===== config.mk =====
export PLATFORM = sky130hd
export DESIGN_NAME = seq_serializer_flat
export DESIGN_NICKNAME = d
export VERILOG_FILES = /design/src/rtl/seq_serializer_if.sv /design/src/rtl/seq_serializer.sv /design/src/flat_wrapper.sv
export SDC_FILE = /design/constraint.sdc
export NUM_CORES = 1
export LEC_CHECK = 0
export CORE_ASPECT_RATIO = 0.8
export CORE_MARGIN = 3
export CORE_UTILIZATION = 30
export CTS_CLUSTER_DIAMETER = 120
export DETAILED_ROUTE_END_ITERATION = 7
export PLACE_DENSITY = 0.5
export SYNTH_ARGS = -nofsm -noshare
export SYNTH_HDL_FRONTEND = slang
export SYNTH_SLANG_ARGS = --single-unit

===== constraint.sdc =====
create_clock -name clk -period 2.1 [get_ports clk]
set_clock_uncertainty 0.15 [all_clocks]
set_input_delay 0.63 -clock clk [delete_from_list [all_inputs] [get_ports clk]]
set_output_delay 0.63 -clock clk [all_outputs]
set_load 0.005 [all_outputs]

===== src/rtl/seq_serializer_if.sv =====
// Handshake and serial-stream bundle for seq_serializer.
// The source side (master) presents words and the hold request; the serializer
// (slave) returns the ready flag and the serial stream.
//
// Handshake: a word transfers on a rising edge where load_valid=1 and
// load_ready=1. The source keeps load_data stable while load_valid=1 and the
// word has not yet transferred. load_valid seen while load_ready=0 has no effect.
interface seq_serializer_if #(
  parameter int WIDTH = 8
);
  logic [WIDTH-1:0] load_data;
  logic             load_valid;
  logic             load_ready;
  logic             hold;
  logic             ser_out;
  logic             ser_valid;
  logic             frame_last;
  logic             busy;
  logic             dbg_state;  // FSM state: 0 = IDLE, 1 = SHIFT

  modport master (
    output load_data, load_valid, hold,
    input  load_ready, ser_out, ser_valid, frame_last, busy, dbg_state
  );

  modport slave (
    input  load_data, load_valid, hold,
    output load_ready, ser_out, ser_valid, frame_last, busy, dbg_state
  );
endinterface


===== src/rtl/seq_serializer.sv =====
// Parallel-to-serial converter with one-cycle latency, hold stall and
// gapless back-to-back words. Bit order is chosen by MSB_FIRST.
module seq_serializer #(
  parameter int WIDTH     = 8,
  parameter bit MSB_FIRST = 1'b1
) (
  input  logic           clk,
  input  logic           arst,
  seq_serializer_if.slave bus
);

  localparam int CW = $clog2(WIDTH + 1);

  typedef enum logic {
    S_IDLE  = 1'b0,
    S_SHIFT = 1'b1
  } state_t;

  state_t           r_state;
  logic [WIDTH-1:0] r_shift;
  logic [CW-1:0]    r_cnt;

  logic w_advance;
  logic w_last;
  logic w_ready;
  logic w_accept;
  logic w_head;

  // A bit is consumed on every non-held edge in SHIFT; the counter holds the
  // number of bits still to present, so count 1 marks the final bit.
  assign w_advance = (r_state == S_SHIFT) && !bus.hold;
  assign w_last    = w_advance && (r_cnt == CW'(1));
  // Ready on the final bit lets the next word load on the same edge that
  // retires the current one, so consecutive words run without a gap.
  assign w_ready   = (r_state == S_IDLE) || w_last;
  assign w_accept  = bus.load_valid && w_ready;
  // The bit currently presented always sits at the outgoing end of the shifter.
  assign w_head    = MSB_FIRST ? r_shift[WIDTH-1] : r_shift[0];

  // Shift one position toward the outgoing end, zero-filling behind.
  function automatic logic [WIDTH-1:0] shift_once(input logic [WIDTH-1:0] v);
    if (MSB_FIRST) begin
      return {v[WIDTH-2:0], 1'b0};
    end else begin
      return {1'b0, v[WIDTH-1:1]};
    end
  endfunction

  // FSM: load on accept, advance when not held, return to IDLE after the last bit.
  always_ff @(posedge clk or posedge arst) begin
    if (arst) begin
      r_state <= S_IDLE;
      r_shift <= '0;
      r_cnt   <= '0;
    end else if (w_accept) begin
      r_state <= S_SHIFT;
      r_shift <= bus.load_data;
      r_cnt   <= CW'(WIDTH);
    end else if (w_last) begin
      r_state <= S_IDLE;
      r_shift <= '0;
      r_cnt   <= '0;
    end else if (w_advance) begin
      r_shift <= shift_once(r_shift);
      r_cnt   <= r_cnt - CW'(1);
    end
  end

  // Outputs come straight from state registers; only the valid/last/ready
  // qualifiers also look at hold, because a stall must suppress them in the
  // same cycle. ser_out is the shifter head, so it stays frozen during hold.
  assign bus.ser_out    = (r_state == S_SHIFT) ? w_head : 1'b0;
  assign bus.ser_valid  = w_advance;
  assign bus.frame_last = w_last;
  assign bus.busy       = (r_state == S_SHIFT);
  assign bus.load_ready = w_ready;
  assign bus.dbg_state  = r_state;

endmodule

===== src/flat_wrapper.sv =====
// flat-port wrapper written by rule: the top's interface ports become plain ports
module seq_serializer_flat 
#(
  parameter int WIDTH     = 8,
  parameter bit MSB_FIRST = 1'b1
)
  (clk, arst, bus_load_data, bus_load_valid, bus_hold, bus_load_ready, bus_ser_out, bus_ser_valid, bus_frame_last, bus_busy, bus_dbg_state);
  seq_serializer_if #(.WIDTH(WIDTH)) bus_i ();
  input  logic clk;
  input  logic arst;
  input wire logic [$bits(bus_i.load_data)-1:0] bus_load_data;
  input wire logic [$bits(bus_i.load_valid)-1:0] bus_load_valid;
  input wire logic [$bits(bus_i.hold)-1:0] bus_hold;
  output wire logic [$bits(bus_i.load_ready)-1:0] bus_load_ready;
  output wire logic [$bits(bus_i.ser_out)-1:0] bus_ser_out;
  output wire logic [$bits(bus_i.ser_valid)-1:0] bus_ser_valid;
  output wire logic [$bits(bus_i.frame_last)-1:0] bus_frame_last;
  output wire logic [$bits(bus_i.busy)-1:0] bus_busy;
  output wire logic [$bits(bus_i.dbg_state)-1:0] bus_dbg_state;
  assign bus_i.load_data = bus_load_data;
  assign bus_i.load_valid = bus_load_valid;
  assign bus_i.hold = bus_hold;
  assign bus_load_ready = bus_i.load_ready;
  assign bus_ser_out = bus_i.ser_out;
  assign bus_ser_valid = bus_i.ser_valid;
  assign bus_frame_last = bus_i.frame_last;
  assign bus_busy = bus_i.busy;
  assign bus_dbg_state = bus_i.dbg_state;
  seq_serializer #(.WIDTH(WIDTH), .MSB_FIRST(MSB_FIRST)) u_core (.clk(clk), .arst(arst), .bus(bus_i));
endmodule

---- Yosys cells after proc, flatten, opt, wreduce, memory -nomap -nowiden ----
Index checks and enable logic that the tools add are counted.
word-level totals
  bits in registers ....................... 13
  input port bits ......................... 12
  output and inout port bits .............. 6
  word-level logic and storage cells ...... 22
operators by class
  $add $sub $neg .......................... 1
  equal/unequal tests ..................... 1
  mux-type cells .......................... 9
  bitwise gates (word level) .............. 1
  reduce and logical (&&, ||, !) cells .... 7
operator list
  cell                                              number
  two-way mux 8 bit                                 3
  two-way mux 4 bit                                 3
  == test 4 x 1 -> 1 bit, second input constant     1
  subtractor 4 x 1 -> 4 bit, second input constant  1
  logical AND 1 bit                                 3
  two-way mux 1 bit                                 3
  nonzero test 3 bit                                1
  nonzero test 2 bit                                1
  zero test 1 bit                                   1
  logical OR 1 bit                                  1
  NOT 1 bit                                         1

---- Longest topological paths before layout ----
Gate-level depths: netlist (run 1).
  depth in word-level cells ............... 6
  gate-level depth with buffers ........... 6
  mapped depth without buffers ............ 5

---- Worst setup path after synthesis (run 1) ----
Ideal clock, no wire load.
  path type ............................... input port to output port
  from .................................... in bus_hold
  to ...................................... out bus_load_ready
  arrival ................................. 1232 ps
  data required time ...................... 1320 ps
  setup slack ............................. 88 ps
  stages .................................. 2
  path through ............................ or4b_4 > nand2_1
on the way
  word-level cells in the longest chain between the ends .. 4
RTL lines
  what                RTL line              text
  start: declaration  flat_wrapper.sv:13    input wire logic [$bits(bus_i.hold)-1:0] bus_hold;
  zero test 1 bit     seq_serializer.sv:31  assign w_advance = (r_state == S_SHIFT) && !bus.hold;
  logical AND 1 bit   seq_serializer.sv:31
  logical AND 1 bit   seq_serializer.sv:32  assign w_last = w_advance && (r_cnt == CW'(1));
  logical OR 1 bit    seq_serializer.sv:35  assign w_ready = (r_state == S_IDLE) || w_last;
  end: declaration    flat_wrapper.sv:14    output wire logic [$bits(bus_i.load_ready)-1:0] bus_load_ready;
No other way between the ends.

---- Final worst setup path (run 1) ----
  from .................................... reg u_core.r_cnt[1]
  to ...................................... out bus_load_ready
on the way
  word-level cells in the longest chain between the ends .. 3
RTL lines
  what                      RTL line              text
  start: declaration        seq_serializer.sv:21  logic [CW-1:0] r_cnt;
  start signal: assignment  seq_serializer.sv:58  r_cnt <= CW'(WIDTH);
  start signal: assignment  seq_serializer.sv:65  r_cnt <= r_cnt - CW'(1);
  == test 4 x 1 -> 1 bit    seq_serializer.sv:32
  logical AND 1 bit         seq_serializer.sv:32
  logical OR 1 bit          seq_serializer.sv:35
No other way between the ends.

==> flow_metrics.env, run 1 <==
export IMPL_synth_edf_count=0
export IMPL_synth_nets=77
export IMPL_setup_viol=2
export IMPL_cp_start_kind="flip-flop"
export IMPL_clk_path_buf_depth=2
export IMPL_dp_hpwl_um=1260
export IMPL_p_sw_w=0.000380
export IMPL_initial_core_util_pct=33.9
export IMPL_switching_share_pct=33.3
export IMPL_clkTransAtPathRegs_ns=0.07
export IMPL_nNetsFinal=116
export IMPL_powerDensity_nw_per_um2=1070
export IMPL_p_leak_nw=0.535
export IMPL_grt_ovfl_total=0
export IMPL_irDropWorstVdd_uv=653
export IMPL_synth_common_cells="dfrtp_1 (13), and3_1 (8), a221o_1 (7), inv_1 (7), nor2_1 (3)"
export IMPL_htree_levels=1
export IMPL_comb_power_share_pct=51.4
export IMPL_drv_slew=0
export IMPL_endpoint_kind="primary output"
export IMPL_num_vias=625
export IMPL_drt_initial_drc_count=15
export IMPL_dr_wl_met3_um=101
export IMPL_grtUsageTotal_pct=13.0
export IMPL_wl_met2_um=793
export IMPL_netlist_area_um2=683
export IMPL_pwr_share_clk_pct=13.6
export IMPL_dieArea_um2=2890
export IMPL_cp_arrival_ns=1.55
export IMPL_port_buffer_count=17
export IMPL_violations="negative setup slack"
export IMPL_cts_sink_count=13
export IMPL_cts_tree="yes"
export IMPL_root_buffer="clkbuf_4"
export IMPL_grt_setup_unrepaired="yes"
export IMPL_ys_ff_latch=13
export IMPL_wl_per_cell_um=13.8
export IMPL_die_h_um=48.7
export IMPL_synth_ff_type="dfrtp_1"
export IMPL_synth_top_area_share_pct=47.6
export IMPL_drc_errors=0
export IMPL_antenna_found_initial=0
export IMPL_synthCells=63
export IMPL_die_x_um=59.4
export IMPL_firstDrtPassIters=4
export IMPL_worst_skew_pair_late_latency_ns=0.28
export IMPL_hp_class="reg -> reg"
export IMPL_ys_seq_area_share_pct=47.6
export IMPL_gp_congestion=0.729
export IMPL_yosysMostFrequentCell="dfrtp_1"
export IMPL_synth_distinct_cells=26
export IMPL_status="finished, violations left"
export IMPL_cp_top_family="simple AND/OR/NAND/NOR gates"
export IMPL_p_int_w=0.000761
export IMPL_viasPerCell=5.00
export IMPL_finalWirelength_um=1720
export IMPL_area_delta_synth_final_pct=56.2
export IMPL_async_reset_ff_share_pct=100
export IMPL_path_max_fanout=3
export IMPL_fmax_mhz=429
export IMPL_cts_buffers=3
export IMPL_finalHoldViolations=0
export IMPL_drv_cap=0
export IMPL_slowest_delay_ns=0.48
export IMPL_met1_length_um=815
export IMPL_postSynthAreaPerCell_um2=10.8
export IMPL_coreArea_um2=2010
export IMPL_post_route_min_period_ns=2.33
export IMPL_cp_slowest_cell="or4b_4"
export IMPL_ioPinCount=18
export IMPL_highest_layer="met4"
export IMPL_synth_area_leaders="dfrtp_1 (48%), a221o_1 (10%), and3_1 (7.3%), inv_1 (3.8%), ha_1 (3.7%)"
export IMPL_yosysWarnings=0
export IMPL_tightest_slew_ns=0.497
export IMPL_max_slew_margin_pct=66.8
export IMPL_yosysTopAreaCell="dfrtp_1"
export IMPL_num_fill_cells=206
export IMPL_num_rows=14
export IMPL_worstSetupPathType="reg -> out"
export IMPL_grt_pass1_vias=640
export IMPL_postPlaceCellArea_um2=986
export IMPL_p_seq_share_pct=35.0
export IMPL_crit_buf_inv=2
export IMPL_cp_required_ns=1.32
export IMPL_path_cells="inv_2 > ha_4 > or4b_4 > nand2_4 > buf_6"
export IMPL_grt_max_degree=14
export IMPL_diodes=0
export IMPL_final_area_um2=1070
export IMPL_place_ws_ns=-0.823
export IMPL_drtAntennaViolNets=0
export IMPL_grt_pass1_wl_um=2790
export IMPL_period_share_pct=111
export IMPL_timing_final_ws_setup_ns=-0.229
export IMPL_layout_drive_gt1_share_pct=36.6
## layout make-up
| class | instances | area (µm²) | area share (%) |
|---|---|---|---|
| multi-input cells | 40 | 347 | 32.5 |
| repair buffers | 37 | 312 | 29.2 |
| clock buffers | 4 | 26.3 | 2.46 |
| well taps | 24 | 30.0 | 2.81 |
| inverters | 7 | 26.3 | 2.46 |
| flip-flops and latches | 13 | 327 | 30.6 |
## worst reg2reg max path, stage by stage (launching register included)
cell and delay (ns):
dfrtp_1 0.39, inv_2 0.09, ha_4 0.14, or4b_4 0.48, buf_4 0.16, a21oi_4 0.25
a221o_1 0.19
## registers in the layout, indices dropped and copies added (netlist names)
register	cells
u_core.bus.busy	1
u_core.r_cnt	4
u_core.r_shift	8
## cell families after synthesis
family          synth area share [%]
compound gates                  22.3
fa+ha+maj                       3.66
buf+inv                         6.41
flops                           47.6
simple gates                    20.0
## per-layer routing
layer | up-vias | GRT usage [%]
li1 | 311 | -
met1 | 296 | 15.4
met2 | 16 | 20.5
met3 | 2 | 5.59
met4 | 0 | 4.53
met5 | - | 0
## final timing paths
kind | startpoint | endpoint | slack [ns] | cells after the start
max | u_core.r_cnt[1]$_DFFE_PP0P_ | bus_load_ready | -0.23 | 5
min | u_core.r_shift[2]$_DFFE_PP0P_ | u_core.r_shift[2]$_DFFE_PP0P_ | 0.36 | 1
max reg2reg | u_core.r_cnt[1]$_DFFE_PP0P_ | u_core.r_shift[3]$_DFFE_PP0P_ | 0.19 | 6
min reg2reg | u_core.r_shift[2]$_DFFE_PP0P_ | u_core.r_shift[2]$_DFFE_PP0P_ | 0.36 | 1
max in group asynchronous | arst | u_core.bus.busy$_DFFE_PP0P_ | 0.92 | 2
min in group asynchronous | arst | u_core.r_shift[4]$_DFFE_PP0P_ | 0.52 | 2
## what timing repair did
item	in CTS	in global routing
pin swaps	3	1
endpoints found under the hold margin	0	0
hold buffers	0	0
resized for setup	23	2
gates cloned	0	0
buffers inserted	3	1
endpoints found under the setup margin	12	3
## placed cells by master, fill, tap and decap left out, types with 2 or more instances in the layout
master / count
buf_2: 2
dfrtp_1: 12
nor2_1: 2
clkbuf_4: 3
inv_1: 5
a22o_1: 2
inv_2: 2
and3_1: 8
a221o_1: 7
buf_4: 20
clkdlybuf4s50_1: 13
## stage by stage
| stage | util [%] | hold slack (ns) | setup TNS (ns) | power, W | cells |
|---|---|---|---|---|---|
| 5_1_grt | 53.0 | 0.388 | -0.552 | 0.00124 | 125 |
| 4_1_cts | 52.0 | 0.365 | -0.345 | 0.00113 | 124 |
| 2_1_floorplan | - | 0.314 | 0 | 0.000663 | 63 |
| 6_report | 53.0 | 0.357 | -0.383 | 0.00114 | 125 |
| 3_3_place_gp | 48.9 | 0.334 | -5.35 | 0.000913 | 117 |
| 3_5_place_dp | 48.9 | 0.332 | -5.32 | 0.000918 | 117 |
## power groups by stage
stage,clock [W],combinational [W],sequential [W]
finish,0.000155,0.000587,0.000400
global route,0.000173,0.000653,0.000413
CTS,0.000162,0.000567,0.000400
detailed placement,0,0.000519,0.000399
global placement,0,0.000518,0.000395
floorplan,0,0.000265,0.000398
No activity file was read; power rests on OpenSTA's default activity.
==> run 2, diff against run 1 <==
Settings changed: CTS_BUF_LIST set to sky130_fd_sc_hd__clkbuf_4.
Clock period 2.1 ns to 2.9 ns, I/O delays scaled along.
==> run 2 against run 1 <==
Total power is 38% lower. Worst hold slack got worse by 0.0019 ns. The run now ends clean. Sequential share of layout area up 3.9 points. Critical path type is now in -> out. Register-to-register slack better by 0.75 ns. Setup slack better by 0.30 ns. Largest power group is now sequential cells. Final area fell by 12%. Critical path depth decreased by 1. Non-clock buffer count is 14 lower.
==> flow_metrics.env, run 2 (synthesis results as in run 1) <==
export IMPL_die_x_um=59.4
export IMPL_max_slew_margin_pct=66.1
export IMPL_powerDensity_nw_per_um2=756
export IMPL_finalWirelength_um=1530
export IMPL_cts_tree="yes"
export IMPL_cp_top_family="simple AND/OR/NAND/NOR gates"
export IMPL_min_from="u_core.r_shift[0]$_DFFE_PP0P_"
export IMPL_drc_errors=0
export IMPL_wl_per_cell_um=13.8
export IMPL_place_ws_ns=-0.521
export IMPL_initial_core_util_pct=33.9
export IMPL_cts_setup_buffers=0
export IMPL_timing_final_ws_setup_ns=0.0735
export IMPL_viasPerCell=5.11
export IMPL_diodes=0
export IMPL_period_share_pct=97.5
export IMPL_finalHoldViolations=0
export IMPL_grt_max_degree=14
export IMPL_pwr_share_clk_pct=17.3
export IMPL_path_cells="dlygate4sd2_1 > or4b_4 > nand2_2 > buf_2"
export IMPL_p_sw_w=0.000240
export IMPL_final_area_um2=942
export IMPL_largest_reg_flops=8
export IMPL_worst_skew_pair_late_latency_ns=0.27
export IMPL_hold_slack_ns=0.355
export IMPL_post_route_min_period_ns=2.83
export IMPL_p_int_w=0.000472
export IMPL_rr_startpoint="u_core.r_cnt[1]$_DFFE_PP0P_"
export IMPL_grt_ovfl_total=0
export IMPL_num_vias=567
export IMPL_postCtsHoldBufs=0
export IMPL_dp_hpwl_um=1110
export IMPL_status="finished clean"
export IMPL_postPlaceCellArea_um2=911
export IMPL_fmax_mhz=354
export IMPL_irDropWorstVdd_uv=381
export IMPL_layout_drive_gt1_share_pct=18.4
export IMPL_largest_register="u_core.r_shift"
export IMPL_ioPinCount=18
export IMPL_clkTransAtPathRegs_ns=0.08
export IMPL_nNetsFinal=102
export IMPL_die_h_um=48.7
export IMPL_endpoint_kind="primary output"
export IMPL_cp_start_kind="primary input"
export IMPL_setup_viol=0
export IMPL_regArea_um2=325
export IMPL_drv_cap=0
export IMPL_htree_levels=1
export IMPL_multiInputGateArea_um2=324
export IMPL_path_max_fanout=2
export IMPL_power_total_w=0.000712
export IMPL_clk_path_buf_depth=2
export IMPL_num_fill_cells=201
export IMPL_crit_buf_inv=2
export IMPL_root_buffer="clkbuf_4"
export IMPL_cp_arrival_ns=1.81
export IMPL_cts_buffers=3
export IMPL_firstDrtPassIters=4
export IMPL_p_leak_nw=0.476
export IMPL_gp_congestion=0.711
export IMPL_comb_power_share_pct=40.2
export IMPL_worstSetupPathType="in -> out"
export IMPL_slowest_delay_ns=0.49
export IMPL_cts_sink_count=13
export IMPL_tightest_slew_ns=0.508
export IMPL_switching_share_pct=33.7
export IMPL_drt_initial_drc_count=20
export IMPL_drv_slew=0
export IMPL_coreArea_um2=2010
export IMPL_mostFrequentLayoutCells="clkdlybuf4s50_1 (13), dfrtp_1 (13), and3_1 (8)"
export IMPL_antenna_found_initial=0
export IMPL_grt_setup_unrepaired="no"
export IMPL_num_rows=14
export IMPL_grt_pass1_vias=541
export IMPL_area_delta_synth_final_pct=37.9
export IMPL_grtUsageTotal_pct=11.6
export IMPL_hp_class="reg -> reg"
export IMPL_crit_start="bus_hold"
export IMPL_p_seq_share_pct=42.5
export IMPL_grt_pass1_wl_um=2530
export IMPL_drtAntennaViolNets=0
export IMPL_dieArea_um2=2890
export IMPL_cp_required_ns=1.88
export IMPL_port_buffer_count=17
export IMPL_cp_slowest_cell="or4b_4"
[run 2: changes by cell type in the layout (fill, tap and decap cells not counted), sizes merged]
cell	before	now
buf	23	7
clkdlybuf4s15	1	0
dlygate4sd2	0	3
[run 2: through the flow]
step	setup TNS [ns]	std cells	utilization (%)
2_1_floorplan	0	63	-
3_3_place_gp	-1.21	107	45.2
3_5_place_dp	-1.25	107	45.2
4_1_cts	0	111	46.8
5_1_grt	0	111	46.8
6_report	0	111	46.8
[run 2: what timing repair did]
item                                   4_1_cts  5_1_grt
setup endpoints to repair                    3        0
gates resized for setup                      9        0
endpoints found under the hold margin        0        0
[run 2: path summary, 6_finish.rpt]
kind	to	slack [ns]	depth (start not counted)
max	bus_load_ready	0.07	4
min	u_core.r_shift[0]$_DFFE_PP0P_	0.36	1
max reg2reg	u_core.r_shift[2]$_DFFE_PP0P_	0.94	6
min reg2reg	u_core.r_shift[0]$_DFFE_PP0P_	0.36	1
max in group asynchronous	u_core.r_shift[7]$_DFFE_PP0P_	1.49	2
min in group asynchronous	u_core.r_shift[3]$_DFFE_PP0P_	0.77	2
[run 2: layout make-up]
class	count	share of cell area (%)
flip-flops and latches	13	34.5
multi-input cells	40	34.4
repair buffers	23	21.9
clock buffers	4	3.19
well taps	24	3.19
inverters	7	2.79
[run 2: power groups by stage]
stage	clock network, W	registers (W)	logic (W)
after floorplan	0	0.000288	0.000192
after global placement	0	0.000305	0.000293
after detailed placement	0	0.000304	0.000292
after CTS	0.000130	0.000302	0.000288
after global routing	0.000138	0.000314	0.000321
final	0.000123	0.000303	0.000286
[run 2: metal layers]
layer	share of wire [%]	global-route usage, %	vias to the layer above
met3	6.2	6.12	0
met4	0	2.26	0
met2	41	14.7	14
met5	0	0	-
li1	-	-	283
met1	53	17.2	270
==> edit 1, RTL diff (config.mk and constraints of run 1) <==
`WIDTH` is set to 8 in 3 places; all go to 16.
--- a/src/rtl/seq_serializer_if.sv
+++ b/src/rtl/seq_serializer_if.sv
@@ -6,7 +6,7 @@
 // load_ready=1. The source keeps load_data stable while load_valid=1 and the
 // word has not yet transferred. load_valid seen while load_ready=0 has no effect.
 interface seq_serializer_if #(
-  parameter int WIDTH = 8
+  parameter int WIDTH = 16
 );
   logic [WIDTH-1:0] load_data;
   logic             load_valid;
--- a/src/rtl/seq_serializer.sv
+++ b/src/rtl/seq_serializer.sv
@@ -1,7 +1,7 @@
 // Parallel-to-serial converter with one-cycle latency, hold stall and
 // gapless back-to-back words. Bit order is chosen by MSB_FIRST.
 module seq_serializer #(
-  parameter int WIDTH     = 8,
+  parameter int WIDTH     = 16,
   parameter bit MSB_FIRST = 1'b1
 ) (
   input  logic           clk,
--- a/src/flat_wrapper.sv
+++ b/src/flat_wrapper.sv
@@ -1,7 +1,7 @@
 // flat-port wrapper written by rule: the top's interface ports become plain ports
 module seq_serializer_flat 
 #(
-  parameter int WIDTH     = 8,
+  parameter int WIDTH     = 16,
   parameter bit MSB_FIRST = 1'b1
 )
   (clk, arst, bus_load_data, bus_load_valid, bus_hold, bus_load_ready, bus_ser_out, bus_ser_valid, bus_frame_last, bus_busy, bus_dbg_state);
Interface: changed (resized bus_load_data); port bits go from 18 to 26. The function was not compared with the original's and may differ.
==> edit 1 against run 1 <==
- synthesized cell count rose by 110%
- largest power group unchanged
- cell count grew 83%
- routed wire length increased by 100%
- worst setup slack got worse by 0.10 ns
- sequential share of layout area fell by 1.2 points
- cell area rose by 76%
- the run still ends with setup timing left
- area after synthesis grew 97%
- worst hold slack worse by 0.0067 ns
- total power is 62% higher
- core utilization decreased by 8.9 points
- highest routed layer unchanged
- sequential cell count is 9 higher
==> edit 1: results (changes against run 1) <==
timing:
  max_slew_margin: 0.639  # was 0.668
  setup_viol: 2  # unchanged
  tns_ns: -0.606  # was -0.383 ns
  setup_slack_ns: -0.328  # was -0.229 ns
synth:
  synthCells: 131  # was 63
  synth_cell_type_count: 35  # was 26
  synth-xor-area-share: 0  # unchanged
  synth_area_leaders: "dfrtp_1 (41%), a221o_1 (11%), mux2i_1 (8.9%), o21ai_0 (5.6%), nand3_1 (4.1%)"  # was dfrtp_1 (48%), a221o_1 (10%), and3_1 (7.3%), inv_1 (3.8%), ha_1 (3.7%)
  synth_compound_area_frac: 0.241  # was 0.223
  yosys-top-cells-count: "dfrtp_1 (22), a221o_1 (15), o21ai_0 (15)"  # was dfrtp_1 (13), and3_1 (8), a221o_1 (7), inv_1 (7), nor2_1 (3)
  ys_warn_count: 0  # unchanged
  syn-num-nets: 153  # was 77
  synthAdderAreaFrac: 0.0186  # was 0.0366
  synth_top_area_frac: 0.409  # was 0.476
  synthMuxAreaShare: 0.0893  # was 0
  seq_area_frac_synth: 0.409  # was 0.476
  synth-seq-cells: 22  # was 13
  synth_top_family_by_area: "compound AO/OA/AOI/OAI gates"  # unchanged
cells_and_area:
  final-nonclk-buf-share: 0.232  # was 0.292
  n_all_buffers: 49  # was 37
  final_layout_size_suffix_gt1_frac: 0.250  # was 0.366
  nFillCells: 435  # was 206
  multi_input_area_um2: 734  # was 347 um^2
  inv_count: 7  # unchanged
  top_register: "u_core.r_shift"  # unchanged
  antenna_cells: 0  # unchanged
  final_cells: 229  # was 125
  multi_input_gates: 90  # was 40
  largest_reg_flops: 16  # was 8
  num-nets-final: 195  # was 116
  clkCellAreaFrac: 0.0294  # was 0.0246
  final-seq-area_um2: 552  # was 327 um^2
global_routing:
  grt_pass1_wl_um: 6050  # was 2790 um
  grtUsageTotal: 0.148  # was 0.130
  grt_pass1_vias: 1237  # was 640
  grt_max_degree: 33  # was 14
outcome:
  status: "complete, but fails checks"  # unchanged
  violations: "setup timing"  # unchanged
clocking:
  clk_pin_slew_worst_paths_ns: 0.09  # was 0.07 ns
  cts_root_buf: "clkbuf_8"  # was clkbuf_4
  cts_buffers: 3  # unchanged
  htree_levels: 1  # unchanged
power_and_ir_drop:
  leakage_nw: 0.858  # was 0.535 nW
  p_comb_mw: 0.825  # was 0.587 mW
  p_switching_mw: 0.638  # was 0.380 mW
  ir_drop_mv: 0.348  # was 0.653 mV
  power_frac_seq: 0.383  # was 0.350
setup_path:
  crit_fanout: 3  # unchanged
  crit_path_max_incr_delay_ns: 0.49
  cp_data_arrival_time_ns: 1.65  # was 1.55 ns
  critPathSlowestCell: "or4b_4"  # unchanged
  crit_family: "simple AND/OR/NAND/NOR gates"  # unchanged
route:
  wirelength_um: 3520  # was 1720 um
  drt_first_iter_violations: 105  # was 15
  avgViaCountPerCell: 5.23  # was 5.00
place:
  hpwlAfterDp_um: 2490  # was 1260 um
  gp_congestion: 0.736  # was 0.729
  dp.cells: 223  # was 117
  port_buffers: 25  # was 17
## edit 1: cell families (layout without fill, tap and decap cells)
group | Yosys count | in the layout
AOI/OAI and AO/OA | 41 | 41
adders and majority gates | 2 | 2
buffers and inverters | 19 | 60
DFF | 22 | 22
muxes | 12 | 12
and+or+nand+nor | 35 | 35
## edit 1: metal layers
| metal | global-route usage | wire (um) | vias to the layer above |
|---|---|---|---|
| met5 | 0 | 0 | - |
| met4 | 0.0380 | 36 | 0 |
| met3 | 0.0327 | 114 | 5 |
| met2 | 0.247 | 1690 | 22 |
| met1 | 0.193 | 1680 | 590 |
| li1 | - | - | 581 |
## edit 1: path summary, 6_finish.rpt
kind / cells after the start / from / end / slack, ns
min in group asynchronous: 3 / arst / u_core.r_shift[5] / 0.55
worst min-delay path: 1 / u_core.r_shift[0] / u_core.r_shift[0] / 0.35
worst max-delay path: 5 / u_core.r_cnt[1] / bus_load_ready / -0.33
worst max register to register: 6 / u_core.r_cnt[1] / u_core.r_shift[1] / 0.17
worst min register to register: 1 / u_core.r_shift[0] / u_core.r_shift[0] / 0.35
max in group asynchronous: 3 / arst / u_core.bus.busy / 1.00
## edit 1: through the flow
stage          worst slack [ns]  hold WS (ns)  power [mW]  cell area, um^2  utilization
2_1_floorplan           -0.0536         0.308        1.18             1350            -
3_3_place_gp             -0.599         0.332        1.47             1780        0.419
3_5_place_dp             -0.620         0.334        1.50             1780        0.419
4_1_cts                  -0.362         0.355        1.87             1870        0.439
5_1_grt                  -0.382         0.366        2.00             1870        0.440
6_report                 -0.328         0.350        1.85             1870        0.440
## edit 1: what timing repair did
item,in CTS,in global routing
setup buffers,2,0
gates resized for setup,20,3
setup endpoints to repair,19,14
pin swaps,3,1
hold endpoints to repair,0,0
==> edit 2, RTL diff (config.mk and constraints of run 1) <==
Without the edit above. Reset style: synchronous (`arst`), changed in one clocked block.
--- a/src/rtl/seq_serializer.sv
+++ b/src/rtl/seq_serializer.sv
@@ -47,7 +47,7 @@
   endfunction
 
   // FSM: load on accept, advance when not held, return to IDLE after the last bit.
-  always_ff @(posedge clk or posedge arst) begin
+  always_ff @(posedge clk) begin
     if (arst) begin
       r_state <= S_IDLE;
       r_shift <= '0;
Formal check against the unedited RTL: differs if arst is asserted again (counterexample within 4 cycles, from zero or initial values and one cycle with arst high); with arst held inactive, the same outputs for 10 cycles.
==> edit 2 against run 1 <==
- the run still ends with setup timing left
- area after synthesis is 11% higher
- global-route usage is 1.9 points higher
- sequential cell count stayed put
- cell count is 23% higher
- non-clock buffer count is 4 higher
- worst setup slack worse by 0.019 ns
- core utilization is 1.9 points lower
- cell area is 8.8% higher
- routed wire length is 23% higher
- synthesized cell count is 30% higher
- highest routed layer unchanged
Power is not compared: it rests on default switching activity, and its combinational part moved more than twofold at a synthesized area within 25%.
==> edit 2: results (changes against run 1) <==
outcome:
  status: "complete, but fails checks"  # unchanged
  violations: "setup timing"  # unchanged
global_routing:
  met1_usage: 0.194  # was 0.154
  met2_usage: 0.243  # was 0.205
  grtUsageTotal: 0.149  # was 0.130
  grt_pass1_wl_um: 3740  # was 2790 um
  grt_use_met3: 0.0462  # was 0.0559
hold_path:
  hold_path_end: "u_core.r_shift[0]"  # was u_core.r_shift[2]
synth:
  yosys-top-cells-count: "dfxtp_1 (13), nor3_1 (7), a21oi_1 (6)"  # was dfrtp_1 (13), and3_1 (8), a221o_1 (7), inv_1 (7), nor2_1 (3)
  syn-num-nets: 96  # was 77
  synth_cell_type_count: 35  # was 26
  synthArstFlopShare: 0  # was 1.00
  synthFlopType: "dfxtp_1"  # was dfrtp_1
place:
  gp_congestion: 0.799  # was 0.729
  pre_cts_slack_ns: -0.930  # was -0.823 ns
cells_and_area:
  num-nets-final: 135  # was 116
  final_layout_size_suffix_gt1_frac: 0.350  # was 0.366
timing:
  holdWs_ns: 0.332  # was 0.357 ns
  setup_viol: 2  # unchanged
  max_slew_margin: 0.697  # was 0.668
  setup_slack_ns: -0.248  # was -0.229 ns
setup_path:
  crit_path_end: "bus_frame_last"  # was bus_load_ready
  startpoint: "bus_hold"  # was u_core.r_cnt[1]
  crit_path_max_incr_delay_ns: 0.52  # was 0.48 ns
route:
  wl_per_cell_um: 13.7  # was 13.8 um
  avgViaCountPerCell: 5.05  # was 5.00
power_and_ir_drop:
  power_mw: 0.616
[edit 2: routing by layer]
metal  routed length (um)  share of wire
met1                 1070           0.51
met5                    0              0
met3                   89          0.042
met4                    7         0.0033
met2                  942           0.45
[edit 2: repair_timing]
action | CTS | global route
buffers inserted | 5 | 0
setup endpoints to repair | 14 | 3
hold buffers | 0 | 0
resized for setup | 25 | 2
pin swaps | 2 | 0
[edit 2: cells by family after synthesis]
logic type      after synthesis  share of synthesized area
simple gates                 20                      0.160
flops                        13                      0.344
mux                           4                     0.0529
compound gates               29                      0.301
xor+xnor                      2                     0.0231
buf+inv                      12                     0.0859
fa+ha+maj                     2                     0.0331
[edit 2: critical path, delay by kind of cell]
| kind | cells | cell delay, ns |
|---|---|---|
| buffers and inverters | 3 | 0.36 |
| AND/OR/NAND/NOR | 2 | 0.58 |
[edit 2: cell type report]
class	instances	area share
multi-input cells	57	0.401
repair buffers	41	0.294
flip-flops and latches	13	0.230
well taps	34	0.0366
clock buffers	4	0.0226
inverters	5	0.0162
